File: src/rtl/rot_pkg.sv
// Shared types and constants for the rotation amount finder.
//   rot_state_t : search controller states
//   ROT_LEFT / ROT_RIGHT : encoding of the lr direction input
package rot_pkg;

    typedef enum logic [1:0] {IDLE, SEARCH, DONE} rot_state_t;

    localparam logic ROT_LEFT  = 1'b1;
    localparam logic ROT_RIGHT = 1'b0;

endpackage

File: src/rtl/rotator_comb.sv
// Combinational log-stage barrel rotator.
//   in  [W-1:0] : word to rotate
//   amt [N-1:0] : rotation amount
//   lr          : 1 = rotate left, 0 = rotate right
//   out [W-1:0] : rotated word
module rotator_comb
    import rot_pkg::*;
#(
    parameter int N = 5
) (
    input  logic [2**N-1:0] in,
    input  logic [N-1:0]    amt,
    input  logic            lr,
    output logic [2**N-1:0] out
);
    localparam int W = 2**N;

    logic [W-1:0] stg [N+1];

    assign stg[0] = in;

    // Stage s rotates by 2**s when amt[s] is set.
    for (genvar s = 0; s < N; s++) begin : g_stage
        localparam int SH = 2**s;
        logic [W-1:0] rot_l;
        logic [W-1:0] rot_r;
        assign rot_l = {stg[s][W-1-SH:0], stg[s][W-1:W-SH]};
        assign rot_r = {stg[s][SH-1:0], stg[s][W-1:SH]};
        assign stg[s+1] = amt[s] ? ((lr == ROT_LEFT) ? rot_l : rot_r) : stg[s];
    end

    assign out = stg[N];

endmodule

File: src/rtl/rotate_amount_finder.sv
// Recovers the rotation amount relating an original word to a rotated one,
// trying one amount per cycle in ascending order.
//   clk, reset        : clock, synchronous active-high reset
//   start             : request a search (accepted only while ready)
//   in, rot [W-1:0]   : original and rotated words, captured on accept
//   lr                : direction to decode, 1 = left, 0 = right
//   ready             : high in IDLE
//   done              : one-cycle pulse when found/amt become valid
//   found             : a matching amount exists
//   amt [N-1:0]       : smallest matching amount, 0 if none
//
// state  | meaning
// IDLE   | waiting for start, ready high
// SEARCH | testing amount k against rot_q, one per cycle
// DONE   | result valid, done pulse high for this cycle
module rotate_amount_finder
    import rot_pkg::*;
#(
    parameter int N = 5
) (
    input  logic            clk,
    input  logic            reset,
    input  logic            start,
    input  logic [2**N-1:0] in,
    input  logic [2**N-1:0] rot,
    input  logic            lr,
    output logic            ready,
    output logic            done,
    output logic            found,
    output logic [N-1:0]    amt
);
    localparam int W = 2**N;

    rot_state_t   state;
    logic [W-1:0] in_q;
    logic [W-1:0] rot_q;
    logic         lr_q;
    logic [N:0]   k;
    logic [W-1:0] trial;
    logic         match;

    rotator_comb #(.N(N)) u_rotator (
        .in  (in_q),
        .amt (k[N-1:0]),
        .lr  (lr_q),
        .out (trial)
    );

    assign match = (trial == rot_q);

    always_ff @(posedge clk) begin
        if (reset) begin
            state <= IDLE;
            ready <= 1'b1;
            done  <= 1'b0;
            found <= 1'b0;
            amt   <= '0;
            k     <= '0;
            in_q  <= '0;
            rot_q <= '0;
            lr_q  <= ROT_RIGHT;
        end else begin
            case (state)
                IDLE: begin
                    done <= 1'b0;
                    if (start) begin
                        in_q  <= in;
                        rot_q <= rot;
                        lr_q  <= lr;
                        k     <= '0;
                        found <= 1'b0;
                        amt   <= '0;
                        ready <= 1'b0;
                        state <= SEARCH;
                    end
                end
                SEARCH: begin
                    if (match) begin
                        found <= 1'b1;
                        amt   <= k[N-1:0];
                        done  <= 1'b1;
                        state <= DONE;
                    end else if (k == (N+1)'(W-1)) begin
                        // Last amount tried without a match; stop before k wraps.
                        found <= 1'b0;
                        amt   <= '0;
                        done  <= 1'b1;
                        state <= DONE;
                    end else begin
                        k <= k + (N+1)'(1);
                    end
                end
                DONE: begin
                    done  <= 1'b0;
                    ready <= 1'b1;
                    state <= IDLE;
                end
                default: begin
                    done  <= 1'b0;
                    ready <= 1'b1;
                    state <= IDLE;
                end
            endcase
        end
    end

endmodule

File: config.mk
export PLATFORM = sky130hd
export DESIGN_NAME = rotate_amount_finder
export DESIGN_NICKNAME = d
export VERILOG_FILES = /design/src/rtl/rot_pkg.sv /design/src/rtl/rotator_comb.sv /design/src/rtl/rotate_amount_finder.sv
export SDC_FILE = /design/constraint.sdc
export NUM_CORES = 1
export LEC_CHECK = 0
export ABC_AREA = 1
export BUFFER_PORTS_ARGS = -buffer_cell sky130_fd_sc_hd__buf_2
export CAP_MARGIN = 20
export CELL_PAD_IN_SITES_DETAIL_PLACEMENT = 1
export CELL_PAD_IN_SITES_GLOBAL_PLACEMENT = 1
export CORE_ASPECT_RATIO = 1.75
export CORE_MARGIN = 1
export CORE_UTILIZATION = 41
export CTS_CLUSTER_SIZE = 20
export DETAILED_ROUTE_END_ITERATION = 8
export GPL_TIMING_DRIVEN = 0
export PLACE_DENSITY_LB_ADDON = 0.1
export SLEW_MARGIN = 15
export SYNTH_ARGS = -nofsm -noshare
export SYNTH_HDL_FRONTEND = slang
export SYNTH_SLANG_ARGS = --single-unit
File: constraint.sdc
create_clock -name clk -period 3.1 [get_ports clk]
set_input_delay 0.155 -clock clk [delete_from_list [all_inputs] [get_ports clk]]
set_output_delay 0.155 -clock clk [all_outputs]
set_load 0.01 [all_outputs]
==> reports/results.txt <==
Status: finished with violations
Violated checks: hold timing, setup timing
Post-route setup slack: -0.0432 ns
Final slew viol count: 0
CP Max Fanout: 10
Die width: 103 um
Clock sink count: 81
Static Leakage: 4.30 nW
Synth Area in Adders: 0.172%
Yosys top cell area share: 26.4%
Mapped Cells: 1298
Fin nets: 1461
Critical hold path startpoint: in[24]
Reg2Reg Depth: 20
Grt total ovfl: 0
Post-synthesis cell area: 7260 um2
Worst Setup End Kind: flip-flop
H-tree depth: 3
Post-Synth Simple-Gate Area: 60.3%
All-layer global routing usage: 40.6%
Routability cong.: 1.02
WL per Instance: 23.7 um
DRC: 0
Tmin final: 3.14 ns
Worst slew pin tran: 1.09 ns
Setup violators final: 5
Fmax: 318 MHz
Max IR drop VDD: 0.369 mV
Share of cells above drive strength 1: 29.1%
Required @ worst endpoint: 3.39 ns
Post-Synth XOR/XNOR Area: 0%
Synth Area per Inst: 5.59 um2
Total of max-cap violations: 0
Power Total: 4.62 mW
Remaining antenna violation count: 0
Mux contribution to synthesized area: 0%
Slew headroom: 27.4%
Flop2flop setup slack: -0.04 ns
Drt pass-1 iters: 7
Unrepaired setup endpoints after global routing: yes
Die height: 178 um
Final hold vios: 10
Hold depth: 3
CTS tree: done
First-pass GRT wire length: 53800 um
Root buf cell: clkbuf_16
Via Count: 9892
Area leader, netlist: nand3_1
Design area: 9740 um2
Reg2reg end: k[0]
I/O pin cnt: 76
Die area: 18300 um2
Hold Path End: in_q[24]
Via/cell ratio: 6.07
Tcrit/Tclk final: 101%
Detailed Route WL: 38600 um
Core area: 17400 um2
Final Hold Slack: -0.00725 ns
Complex-gate fraction of the synthesized area: 8.31%
Net Count, Synth: 1367
Starting Density: 41.8%
Antenna violations before repair: 0
Dpl hpwl: 28500 um
Min-Delay Path Class: input port to flip-flop
Clock Skew: 0.0151 ns
WS Path Type: flip-flop to flip-flop
Syn-to-layout area delta: 34.2%
DP Area: 7920 um2
Synthesized flop and latch total: 81
Clock Latency Late Sink: 0.38 ns
Number of global-route vias before repair: 9741
Pwr Density: 474 nW/um2
Clock Path Buffers: 2
Top cells by area in the synthesized netlist: nand3_1 (26%), dfxtp_1 (22%), nand2_1 (20%), nor2_1 (6.4%), o21ai_0 (4.8%)
Sequential share of the synthesized area: 22.3%
Arrival time at the worst endpoint: 3.43 ns
Main combinational cell family by area after synthesis: simple AND/OR/NAND/NOR gates
RR Startpoint: k[0]
PortBufs: 75
DRT iter0 DRCs: 520
Total CTS buffers: 9
Largest net degree at the start of global routing: 14
DP Worst Slack: -0.460 ns
Critical Path Start Type: flip-flop
Clock slew at reported path FFs: 0.08 ns
Netlist cell types: 28
Yosys warns: 0
Row count: 64
[layout make-up]
cell class                      instances  area (um2)
Multi-Input combinational cell       1079        6140
Antenna cell                            1        2.50
Inverter                               48         193
Fill cell                            2424        7640
Clock inverter                          4        51.3
Tap cell                              231         289
Sequential cell                        81        1630
Timing Repair Buffer                   83         490
Clock buffer                           12         246
Buffer                                 90         694
[worst max path at each step]
stage | from | endpoint | slack [ns] | cells past startpoint
finish | k[0] | k[0] | -0.04 | 20
CTS | k[0] | k[0] | 0.004 | 21
floorplan | k[0] | k[0] | 0.61 | 20
global placement | k[1] | k[0] | -0.39 | 19
detailed placement | k[1] | k[0] | -0.46 | 19
global route | lr_q | k[0] | -0.22 | 23
[state kept, by name, indices dropped and copies added, names as in the netlist]
| register | cells |
|---|---|
| found | 1 |
| in_q | 32 |
| lr_q | 1 |
| state | 2 |
| ready | 1 |
| k | 6 |
| rot_q | 32 |
| done | 1 |
| amt | 5 |
[placed cells by master, fill, tap and decap left out, types with 4 or more instances in the layout]
cell,n
inv_1,43
nand2_1,339
dfxtp_1,79
nand3_4,13
or2_1,13
a21oi_1,25
clkbuf_16,12
nor2_1,119
nand3_2,174
or2_4,10
clkbuf_1,32
a21o_1,13
nand2_2,38
nand2_4,5
nand4_1,18
buf_8,9
nand3_1,205
buf_6,16
buf_4,13
clkbuf_2,4
clkbuf_4,5
nand3b_1,21
buf_2,85
o21ai_0,70
buf_12,4
[power breakdown]
part | switching (mW) | internal, mW
Clock | 0.519 | 0.649
Combinational | 1.46 | 0.749
Sequential | 0.113 | 1.12
Total | 2.09 | 2.52
[Yosys cell counts]
master,instances
or2_0,1
nand3_2,8
nor2_1,123
ha_1,1
a21o_1,13
buf_4,8
and3_1,1
buf_6,7
nand3b_1,21
nand2_1,382
buf_1,6
o21ai_0,70
nand3_4,1
dfxtp_1,81
o211ai_1,3
clkbuf_1,35
a21oi_1,25
or2_1,22
nand3_1,383
nor3_1,2
buf_2,34
clkinv_1,2
inv_2,3
inv_1,43
o31ai_1,1
nand4_1,18
or2_2,2
nor2_4,2
[timing repair]
item,4_1_cts,5_1_grt
cloned,0,3
endpoints found under the hold margin,2,0
setup endpoints to repair,15,15
gates resized for setup,52,296
setup buffers,3,1
hold buffers,1,0
pin swaps,8,35
[cell families after synthesis]
logic type      after synthesis
compound gates              112
fa+ha+maj                     1
buf+inv                     138
flops                        81
simple gates                966
[per-stage QoR]
step	hold slack, ns	setup TNS [ns]	util, %	instances
floorplan	0.224	0	-	1298
global placement	0.352	-4.29	45.6	1604
detailed placement	0.363	-5.00	45.6	1604
CTS	0.000714	0	48.4	1624
global route	0.0111	-2.18	56.0	1628
finish	-0.00725	-0.118	56.1	1629
[per-layer routing]
metal	track usage [%]	up-vias	wire [um]
met2	69.0	407	19400
li1	-	4549	-
met3	10.5	229	2310
met4	40.8	2	3820
met5	0	-	46
met1	37.8	4705	13100
[worst max-delay path, cell delays in order (launching register included)]
cell,delay [ns]
dfxtp_4,0.36
buf_12,0.15
inv_6,0.15
nand2_2,0.19
nand2_1,0.17
nand2_1,0.15
a21o_1,0.27
nand2_1,0.09
nand2_1,0.08
nand3_2,0.12
nand3b_1,0.09
nand2_1,0.08
nand2_1,0.09
nor2_1,0.09
nand2_1,0.09
nor2_4,0.25
nand3_4,0.18
buf_8,0.19
nand4_1,0.06
nand2_1,0.06
nor2_1,0.13
Power figures use the tool's default switching activity.
